**config.mk**
```make
export PLATFORM = sky130hd
export DESIGN_NAME = mem_dbus_ctrl
export DESIGN_NICKNAME = d
export VERILOG_FILES = /design/src/rtl/mem_dbus_ctrl_pkg.sv /design/src/rtl/mem_dbus_ctrl.sv
export SDC_FILE = /design/constraint.sdc
export NUM_CORES = 1
export LEC_CHECK = 0
export ABC_AREA = 1
export BUFFER_PORTS_ARGS = -buffer_cell sky130_fd_sc_hd__buf_2
export CAP_MARGIN = 40
export CORE_MARGIN = 4
export CORE_UTILIZATION = 48
export CTS_CLUSTER_SIZE = 20
export DETAILED_ROUTE_END_ITERATION = 8
export HOLD_SLACK_MARGIN = 0.06
export MAX_ROUTING_LAYER = met4
export PLACE_DENSITY = 0.84
export SETUP_SLACK_MARGIN = 0.15
export SLEW_MARGIN = 20
export SYNTH_ARGS = -nofsm -noshare
export SYNTH_HDL_FRONTEND = slang
export SYNTH_SLANG_ARGS = --single-unit
```
**constraint.sdc**
```tcl
create_clock -name clk -period 3.24 [get_ports clk]
set_input_delay 0.162 -clock clk [delete_from_list [all_inputs] [get_ports clk]]
set_output_delay 0.162 -clock clk [all_outputs]
set_load 0.05 [all_outputs]
```
**src/rtl/mem_dbus_ctrl_pkg.sv**
```systemverilog
// rtl/mem_dbus_ctrl_pkg.sv - shared FSM state encoding and access size codes
package mem_dbus_ctrl_pkg;

  typedef enum logic [1:0] {
    ST_IDLE = 2'd0,
    ST_REQ  = 2'd1,
    ST_WAIT = 2'd2,
    ST_DONE = 2'd3
  } state_t;

  localparam logic [1:0] SIZE_BYTE = 2'd0;
  localparam logic [1:0] SIZE_HALF = 2'd1;
  localparam logic [1:0] SIZE_WORD = 2'd2;

endpackage

```
**src/rtl/mem_dbus_ctrl.sv**
```systemverilog
// rtl/mem_dbus_ctrl.sv - MEM-stage data-bus controller: one outstanding access, flush-safe
module mem_dbus_ctrl
  import mem_dbus_ctrl_pkg::*;
#(
  parameter int ADDR_W = 32,
  parameter int DATA_W = 32
) (
  input  logic                clk,
  input  logic                rst,
  input  logic                m_en,
  input  logic [DATA_W/8-1:0] m_wen,
  input  logic [ADDR_W-1:0]   m_paddr,
  input  logic [DATA_W-1:0]   m_wdata,
  input  logic [1:0]          m_size,
  input  logic                flush,
  output logic                mem_stall,
  output logic [DATA_W-1:0]   m_rdata,
  output logic                m_rvalid,
  output logic                bus_req,
  output logic                bus_wr,
  output logic [1:0]          bus_size,
  output logic [ADDR_W-1:0]   bus_addr,
  output logic [DATA_W/8-1:0] bus_wstrb,
  output logic [DATA_W-1:0]   bus_wdata,
  input  logic                bus_addr_ok,
  input  logic                bus_data_ok,
  input  logic [DATA_W-1:0]   bus_rdata
);

  state_t r_state;
  logic   r_abort;
  logic   w_capture;
  logic   w_abort_nxt;

  assign w_capture   = (r_state == ST_IDLE) && m_en && !flush;
  assign w_abort_nxt = r_abort || (flush && ((r_state == ST_REQ) || (r_state == ST_WAIT)));

  // Bus outputs double as the capture registers, so they stay stable until addr_ok.
  always_ff @(posedge clk or negedge rst) begin
    if (!rst) begin
      r_state   <= ST_IDLE;
      r_abort   <= 1'b0;
      bus_req   <= 1'b0;
      bus_wr    <= 1'b0;
      bus_size  <= SIZE_WORD;
      bus_addr  <= '0;
      bus_wstrb <= '0;
      bus_wdata <= '0;
      m_rdata   <= '0;
      m_rvalid  <= 1'b0;
    end else begin
      m_rvalid <= 1'b0;
      case (r_state)
        ST_IDLE: begin
          if (w_capture) begin
            r_state   <= ST_REQ;
            bus_req   <= 1'b1;
            bus_wr    <= |m_wen;
            bus_size  <= m_size;
            bus_addr  <= m_paddr;
            bus_wstrb <= m_wen;
            bus_wdata <= m_wdata;
          end
        end
        ST_REQ: begin
          r_abort <= w_abort_nxt;
          if (bus_addr_ok) begin
            bus_req <= 1'b0;
            if (bus_data_ok) begin
              r_state  <= ST_DONE;
              m_rdata  <= bus_rdata;
              m_rvalid <= !bus_wr && !w_abort_nxt;
            end else begin
              r_state <= ST_WAIT;
            end
          end
        end
        ST_WAIT: begin
          r_abort <= w_abort_nxt;
          if (bus_data_ok) begin
            r_state  <= ST_DONE;
            m_rdata  <= bus_rdata;
            m_rvalid <= !bus_wr && !w_abort_nxt;
          end
        end
        ST_DONE: begin
          r_state <= ST_IDLE;
          r_abort <= 1'b0;
        end
        default: r_state <= ST_IDLE;
      endcase
    end
  end

  // Once aborted, the pipeline only waits if a new access is already queued behind us.
  always_comb begin
    mem_stall = 1'b0;
    if (rst) begin
      if (r_abort) begin
        mem_stall = m_en;
      end else begin
        case (r_state)
          ST_IDLE: mem_stall = m_en && !flush;
          ST_REQ:  mem_stall = 1'b1;
          ST_WAIT: mem_stall = 1'b1;
          default: mem_stall = 1'b0;
        endcase
      end
    end
  end

endmodule
```
## After elaboration in Yosys (flattened, before gate mapping)

Index checks and enable logic that the tools add are counted.

| storage, ports and cells | value |
|---|---|
| bits in read-only memories | 0 |
| output and inout port bits | 106 |
| register bits | 108 |
| memories kept | 0 |
| memory bits (writable) | 0 |
| bits in latches | 0 |

| operators by class | value |
|---|---|
| divide/modulo/power cells | 0 |
| muxes and demuxes | 18 |
| reduce and logical (&&, ||, !) cells | 20 |
| $add $sub $neg | 0 |
| eq/ne operators | 6 |
| $lt $le $gt $ge | 0 |
| bitwise gates (word level) | 0 |
| $mul | 0 |
| shift operators | 0 |

Operator list:

| cell | count |
|---|---|
| $mux W32 | 2 |
| $pmux W32 S2 | 1 |
| $pmux W1 S2 | 4 |
| $pmux W2 S4 | 1 |
| $mux W1 | 7 |
| $mux W2 | 3 |
| $ne A2 B2 Y1 const B | 3 |
| $reduce_and A3 Y1 | 2 |
| $reduce_bool A2 Y1 | 3 |
| $logic_and A1 B1 Y1 | 5 |
| $eq A2 B2 Y1 const B | 2 |
| $reduce_and A2 Y1 | 2 |
| $reduce_or A4 Y1 | 1 |
| $logic_not A1 Y1 | 3 |
| $eq A2 B1 Y1 const B | 1 |
| $logic_not A2 Y1 | 1 |
| $logic_or A1 B1 Y1 | 2 |
| $reduce_or A2 Y1 | 1 |

## Logic depth before layout (Yosys ltp)

Gate-level depths: netlist of run 1.

| depth | value |
|---|---|
| word-level depth | 9 |
| gate-level depth with buffers | 8 |

## Least setup slack after synthesis of run 1

Ideal clock, no wire load.

| timing path | value |
|---|---|
| path type | reg-to-output |
| start | reg r_state[0] |
| end | out mem_stall |
| data required time | 3.078 ns |
| arrival time | 1.753 ns |
| cell stages (with the launch flop) | 7 |
| path buffers | 0 |
| slack | 1.325 ns |
| path through | dfrtp_1 inv_1 ha_1 nand3_2 nand2_1 nand2_1 a21oi_1 |

| on the way | value |
|---|---|
| cells in the longest elaborated chain, start to end | 5 |

Ends and longest elaborated chain:

| what | RTL line | RTL |
|---|---|---|
| from (decl) | mem_dbus_ctrl.sv:30 | `state_t r_state;` |
| from (signal assigned) | mem_dbus_ctrl.sv:41 | `r_state <= ST_IDLE;` |
| from (signal assigned) | mem_dbus_ctrl.sv:56 | `r_state <= ST_REQ;` |
| from (signal assigned) | mem_dbus_ctrl.sv:70 | `r_state <= ST_DONE;` |
| $eq A2 B1 Y1 / $eq A2 B2 Y1 (equally long branches) | mem_dbus_ctrl.sv:102 | `case (r_state)` |
| $reduce_or A2 Y1 (no source line) | - |  |
| $pmux W1 S2 * | mem_dbus_ctrl.sv:102 |  |
| $mux W1 * | mem_dbus_ctrl.sv:99 | `if (r_abort) begin` |
| $mux W1 * | mem_dbus_ctrl.sv:98 | `if (rst) begin` |
| to (decl) | mem_dbus_ctrl.sv:16 | `output logic mem_stall,` |

Every way passes the cells marked *; elsewhere a longest branch is shown, timed or not.

## Worst setup path in the final report of run 1

Same ends and word-level chain as after synthesis.

==> reports/qor.yml, run 1 <==
switching_power_mw: 4.11
worst_slack_ns: 1.02
post_cts_buffers: 0
fin_skew_ns: 0.0159
cp_top_family: "buffers and inverters"
dp_slack_ns: 1.34
slew_headroom_pct: 54.8
synth_area_leaders: "dfrtp_1 (62%), nand2_1 (25%), nand3_1 (4.3%)"
cts.sinks: 108
final.setup.tns_ns: 0
critPathMaxFanout: 34
sw_frac_of_total_pct: 55.9
path_buf_inv: 3
critPathCapture: "mem_stall"
synthMuxAreaShare_pct: 0
fillers: 529
antenna_found_initial: 0
synth_top_area_share_pct: 62.4
finalWirelength_um: 14400
arrival_ns: 2.06
power_density_mw_per_mm2: 1110
ys_seq_area_share_pct: 63.0
hold_violations: 0
cts_tree: "yes"
tightest_slew_ns: 0.678
die_h_um: 103
fin_util_pct: 76.1
cp_slowest_cell: "dfrtp_1"
synthTopCellsByCount: "nand2_1 (284), dfrtp_1 (107), nand3_1 (37), buf_2 (17), inv_1 (12)"
antenna_left: 0
synth_top_family_by_area: "simple AND/OR/NAND/NOR gates"
hold_class: "input port to register"
r2r_end: "bus_addr[2]$_DFFE_PN0P_"
ir_drop_mv: 0.728
grt_usage_pct: 28.2
synth-async-reset-ratio_pct: 100
max_cap_violations: 0
grt-ovfl-total: 0
io_buffers: 213
die_w_um: 103
synth_cell_types: 18
rrSetupSlack_ns: 1.32
synth_adder_area_share_pct: 1.46
fmax_mhz: 450
numCtsBuffers: 9
synthesis.nets: 604
pwr-share-clk_pct: 10.8
maxSlewViolCount: 0
grt_max_degree: 57
cts.hold.buffers_added: 100
clk_pin_slew_ns: 0.10
cp.required_ns: 3.08
root_buffer: "clkbuf_8"
drt_iter0_markers: 213
layout_min_cycle_time_ns: 2.22
antennaDiodeCount: 0
grt_pass1_vias: 4613
nNetsFinal: 912
htreeDepth: 3
drt_first_pass_iters: 5
syn-instance-count: 491
crit_top_cell: "nand2_1"
cp-startpoint: "r_state[0]$_DFFE_PN0P_"
avgViaCountPerCell: 4.99
synth_xor_area_share_pct: 0
syn_to_final_growth_pct: 54.6
ys_dominant_reg_cell: "dfrtp_1"
dp_hpwl_um: 8260
path_depth: 8
core_area_sq_mm: 0.00872
start_util_pct: 49.2
drc: 0
startpoint_type: "register"
die_area_sq_mm: 0.0105
post-synth-top-area-cell: "dfrtp_1"
p_comb_share_pct: 57.1
pwr-share-seq_pct: 32.1
synthesis.area_sq_mm: 0.00429
ys_ff_latch: 108
rr_worst_depth: 7
drive_gt1_share_pct: 30.1
status: "finished, final reports clean"
end_kind: "output port"
synth-edff-count: 0
rsz0062_at_grt: "no"
final-setup-viol-count: 0
p_leak_nw: 3.81
yosys.area_share.simple_pct: 30.6
ys.warnings.count: 0
syn_area_per_cell_sq_um: 8.74
period_share_pct: 68.6
synth.most_common_cell: "nand2_1"
wl_per_cell_um: 15.8
cts_resized: 0
clkLatencyLatePin_ns: 0.36
io_pins: 214
critPathKind: "register to output port"
fp-row-count: 34
slowest_delay_ns: 0.43
p_int_mw: 3.25
worstPathCellList: "inv_1 -> ha_1 -> nand3_2 -> buf_4 -> nand2_1 -> nand2_1 -> a21oi_1 -> buf_2"
r2r_start: "r_state[0]$_DFFE_PN0P_"
clock_path_buffers: 2
grt_pass1_wl_um: 22300
via_count: 4552
synth-compound-area-share_pct: 1.20
globalplace.congestion: 0.804
[worst register-to-register path, cell delays in order, from the launching register on]
cell,delay (ns)
dfrtp_1,0.43
inv_1,0.15
ha_1,0.22
nand3_2,0.12
inv_2,0.36
buf_4,0.37
nand2_1,0.13
nand2_1,0.08
[area by class of cell]
type	count	area (sq um)	share of cell area, %
Timing Repair Buffer	320	2120	32.0
Clock buffer	11	151	2.28
Tap cell	108	135	2.04
Sequential cell	108	2700	40.8
Inverter	14	52.6	0.792
Clock inverter	5	42.5	0.641
Multi-Input combinational cell	346	1430	21.5
[power groups by stage]
stage	registers, mW	logic, mW	clock network [mW]
after detailed placement	2.33	4.08	0
after global routing	2.42	4.45	0.865
after global placement	2.33	3.99	0
final	2.36	4.20	0.794
after floorplan	4.44	0.953	0
after CTS	2.32	4.17	0.813
[worst min-delay path by stage]
stage	to	depth (start not counted)	from	slack, ns
2_1_floorplan	bus_addr[0]$_DFFE_PN0P_	0	rst	-0.13
3_3_place_gp	bus_addr[9]$_DFFE_PN0P_	1	rst	0.24
3_5_place_dp	bus_addr[12]$_DFFE_PN0P_	1	rst	0.25
4_1_cts	bus_wstrb[0]$_DFFE_PN0P_	3	m_wen[0]	0.06
5_1_grt	bus_wstrb[0]$_DFFE_PN0P_	3	m_wen[0]	0.07
6_report	bus_wstrb[0]$_DFFE_PN0P_	3	m_wen[0]	0.08
[layout by cell type (no fill, tap or decap)]
cell,count
clkbuf_8,11
nand3b_1,1
nor2_1,7
dfrtp_1,107
nand2_1,284
nand3_1,37
inv_1,12
clkinv_4,2
dlygate4sd3_1,100
inv_2,2
ha_1,5
buf_4,8
clkinvlp_4,1
nor3b_1,1
dfstp_2,1
inv_6,2
nand2_2,1
a21oi_1,2
o21ai_0,5
a21oi_4,1
buf_2,212
nor3_1,1
nand3_2,1
[stage by stage]
stage               std cells  area (sq um)  power (mW)  hold WS, ns
floorplan                 491          4290        5.39       -0.134
global route              912          6640        7.74       0.0740
CTS                       912          6640        7.30       0.0612
global placement          796          5440        6.32        0.239
finish                    912          6640        7.36       0.0791
detailed placement        796          5440        6.41        0.251
[flip-flops by register name (all words and copies together) (netlist names)]
register   flops
bus_size       2
bus_addr      32
m_rvalid       1
bus_req        1
bus_wdata     32
m_rdata       32
r_state        2
bus_wstrb      4
bus_wr         1
r_abort        1
[routing by layer]
layer | vias up | share of wire, % | global-route usage, %
met2 | 267 | 50 | 47.5
met4 | 0 | 3.5 | 12.6
met5 | - | 0 | -
li1 | 2118 | - | -
met1 | 2112 | 37 | 32.9
met3 | 55 | 8.9 | 5.48
[kinds of logic after synthesis]
group | after synthesis
AND/OR/NAND/NOR | 333
buffers and inverters | 37
AO/OA/AOI/OAI | 8
adder cells (fa/ha/maj) | 5
flip-flops | 108
(Power assumes the default switching activity.)
==> run 2: changes to the inputs <==
--- a/config.mk
+++ b/config.mk
@@ -5,16 +5,16 @@
 export SDC_FILE = /design/constraint.sdc
 export NUM_CORES = 1
 export LEC_CHECK = 0
-export ABC_AREA = 1
+export ABC_AREA = 0
 export BUFFER_PORTS_ARGS = -buffer_cell sky130_fd_sc_hd__buf_2
 export CAP_MARGIN = 40
 export CORE_MARGIN = 4
-export CORE_UTILIZATION = 48
+export CORE_UTILIZATION = 46
 export CTS_CLUSTER_SIZE = 20
 export DETAILED_ROUTE_END_ITERATION = 8
 export HOLD_SLACK_MARGIN = 0.06
 export MAX_ROUTING_LAYER = met4
-export PLACE_DENSITY = 0.84
+export PLACE_DENSITY = 0.81
 export SETUP_SLACK_MARGIN = 0.15
 export SLEW_MARGIN = 20
 export SYNTH_ARGS = -nofsm -noshare
==> constraint.sdc (replaced) <==
create_clock -name clk -period 2.2 [get_ports clk]
set_input_delay 0.11 -clock clk [delete_from_list [all_inputs] [get_ports clk]]
set_output_delay 0.11 -clock clk [all_outputs]
set_load 0.05 [all_outputs]
==> run 2 against run 1 <==
Clock skew shrank 0.0023 ns. Routed wire length shrank 15%. First-iteration DRC count down 61%. Non-clock buffer count increased by 5.
==> reports/qor.yml, run 2 <==
die_w_um: 105  # +2.2%
sw_frac_of_total_pct: 51.1  # -4.7 points
ir_drop_mv: 1.15  # +59%
die_h_um: 105  # +2.2%
dp_slack_ns: 0.314  # -1.02 ns
synthMuxAreaShare_pct: 30.1  # +30 points
grt_pass1_vias: 3904  # -15%
core_area_sq_mm: 0.00920  # +5.5%
synth_top_family_by_area: "multiplexers"
cp-startpoint: "r_state[0]$_DFFE_PN0P_"
hold_end: "r_abort$_DFFE_PN0P_"
r2r_end: "m_rdata[0]$_DFFE_PN0P_"
critPathKind: "register to output port"
clock_path_buffers: 2  # unchanged
final.setup.tns_ns: 0  # unchanged
synth_adder_area_share_pct: 1.45  # -0.0068 points
fin_skew_ns: 0.0136  # -0.00231 ns
clk_pin_slew_ns: 0.10  # about the same
rr_worst_depth: 6  # -1
multi_input_area_sq_mm: 0.00153  # +6.8%
final-seq-area_sq_mm: 0.00270  # unchanged
power_density_mw_per_mm2: 1720  # +56%
whs_ns: 0.0877  # +0.00859 ns
numCtsBuffers: 9  # unchanged
synthesis.nets: 372  # -38%
end_kind: "output port"
p_leak_nw: 3.45  # -9.5%
grt_pass1_wl_um: 19900  # -11%
post-synth-top-area-cell: "dfrtp_1"
largest_registers: "bus_addr x32, bus_wdata x32, m_rdata x32"
root_buffer: "clkbuf_8"
final-setup-viol-count: 0  # unchanged
io_pins: 214  # unchanged
die_area_sq_mm: 0.0110  # +4.5%
syn_area_per_cell_sq_um: 16.6  # +90%
synth-async-reset-ratio_pct: 100  # unchanged
cp.required_ns: 2.09  # -0.99 ns
syn_to_final_growth_pct: 58.2
p_int_mw: 5.75  # +77%
fillers: 580  # +9.6%
drc: 0  # unchanged
drive_gt1_share_pct: 58.4  # +28 points
synth_cell_types: 25  # +7
synth-edff-count: 0  # unchanged
synthesis.area_sq_mm: 0.00431  # +0.47%
pwr-share-seq_pct: 30.2  # -1.9 points
min_delay_path_depth: 3  # unchanged
r2r_start: "r_state[1]$_DFFE_PN0P_"
hold_violations: 0  # unchanged
antenna_left: 0  # unchanged
hold_class: "input port to register"
fmax_mhz: 519
startpoint_type: "register"
cts_tree: "yes"
globalplace.congestion: 0.745  # -7.3%
htreeDepth: 3  # unchanged
avgViaCountPerCell: 4.79  # -4.1%
antenna_found_initial: 1  # +1
synth_xor_area_share_pct: 0  # unchanged
grt_usage_pct: 23.6  # -4.6 points
synthTopCellsByCount: "dfrtp_1 (107), mux2_2 (73), mux2_4 (31), buf_2 (8), ha_1 (5)"
synth.most_common_cell: "dfrtp_1"
slew_headroom_pct: 64.0  # +9.2 points
start_util_pct: 46.9  # -2.3 points
rsz0062_at_grt: "no"
synth-compound-area-share_pct: 1.71  # +0.52 points
clkLatencyLatePin_ns: 0.36  # about the same
ys_seq_area_share_pct: 62.7  # -0.29 points
synth_top_area_share_pct: 62.1  # -0.29 points
ys_dominant_reg_cell: "dfrtp_1"
wl_per_cell_um: 17.5  # +11%
p_comb_share_pct: 59.2  # +2.1 points
worst_slack_ns: 0.272  # -0.745 ns
yosys.area_share.simple_pct: 1.97  # -29 points
arrival_ns: 1.82  # -0.24 ns
layout_common_cells: "buf_2 (211), dfrtp_1 (107), dlygate4sd3_1 (105), mux2_2 (73), mux2_4 (31)"
critPathMaxFanout: 4  # -88%
finalWirelength_um: 12200  # -15%
period_share_pct: 87.6
via_count: 3356  # -26%
grt-ovfl-total: 0  # unchanged
syn-instance-count: 259  # -47%
rrSetupSlack_ns: 0.29  # -1.03 ns
fp-row-count: 35  # +2.9%
final_common_cell: "buf_2"
drt_iter0_markers: 83  # -61%
grt_max_degree: 109  # +91%
switching_power_mw: 6.01  # +46%
pwr-share-clk_pct: 10.7  # about the same
status: "finished, final reports clean"
dp_hpwl_um: 7380  # -11%
io_buffers: 213  # unchanged
min-delay-start: "flush"
cts.sinks: 108  # unchanged
drt_first_pass_iters: 4  # -1
ys_ff_latch: 108  # unchanged
ys.warnings.count: 0  # unchanged
layout_min_cycle_time_ns: 1.93
nNetsFinal: 697  # -24%
tightest_slew_ns: 0.541  # -0.138 ns
maxSlewViolCount: 0  # unchanged
synth_area_leaders: "dfrtp_1 (62%), mux2_2 (19%), mux2_4 (11%)"
max_cap_violations: 0  # unchanged
[run 2: changes by cell type after synthesis, sizes merged, moves of 3 or more]
cell / change
nand2: -280
mux2: +104
nand3: -38
inv: -10
buf: -6
clkbuf: -6
nor2: -6
nand2b: +3
o21ai: -3
[run 2: worst max-delay path: stages (launching register included)]
cell and delay [ns]:
dfrtp_1 0.43, inv_2 0.08, ha_1 0.32, nand2b_1 0.09
a21o_1 0.18, a21boi_2 0.20, buf_12 0.16
[run 2: what timing repair did]
action / CTS / global route
pin swaps: 1 / 0
endpoints found under the hold margin: 211 / 0
resized for setup: 2 / 1
setup endpoints to repair: 1 / 1
buffers inserted: 1 / 1
hold buffers: 105 / 0
[run 2: how the worst max path moves through the flow]
stage                                         end  slack, ns  cells past startpoint
after floorplan                         mem_stall       0.18                      6
after global placement    m_rdata[31]$_DFFE_PN0P_       0.37                      6
after detailed placement  m_rdata[27]$_DFFE_PN0P_       0.31                      6
after CTS                               mem_stall       0.22                      6
after global routing                    mem_stall       0.16                      6
final                                   mem_stall       0.27                      6
[run 2: cells by family after synthesis]
kind of cell,count (synthesis)
flip-flops,108
multiplexers,105
buffers and inverters,15
AND/OR/NAND/NOR,15
AO/OA/AOI/OAI,11
adder cells (fa/ha/maj),5
[run 2: area by class of cell]
cell class / count / area share (%)
tap: 111 / 2.04
clock inverter: 5 / 0.991
antenna: 1 / 0.0367
timing repair buffer: 325 / 32.6
multi-input combinational: 136 / 22.4
inverter: 4 / 0.220
clock buffer: 11 / 2.07
sequential: 108 / 39.7
[run 2: layer usage]
layer	track usage, %	share of wire [%]	up-vias
met4	6.84	2.3	0
met2	44.1	54	155
met1	24.2	37	1617
met3	6.30	6.9	29
met5	-	0	-
li1	-	-	1555
[run 2: power groups by stage]
stage | combinational, mW | clock [mW] | sequential (mW)
2_1_floorplan | 1.73 | 0 | 6.98
3_3_place_gp | 6.64 | 0 | 3.48
3_5_place_dp | 6.76 | 0 | 3.56
4_1_cts | 6.93 | 1.30 | 3.53
5_1_grt | 7.24 | 1.37 | 3.68
6_report | 6.96 | 1.25 | 3.54
[run 2: metrics by stage]
| step | total power [mW] | instances | cell area [sq um] | utilization [%] |
|---|---|---|---|---|
| 6_report | 11.8 | 701 | 6820 | 74.1 |
| 3_5_place_dp | 10.3 | 577 | 5540 | 60.2 |
| 2_1_floorplan | 8.70 | 259 | 4310 | - |
| 5_1_grt | 12.3 | 701 | 6820 | 74.1 |
| 3_3_place_gp | 10.1 | 577 | 5540 | 60.2 |
| 4_1_cts | 11.8 | 699 | 6810 | 74.0 |
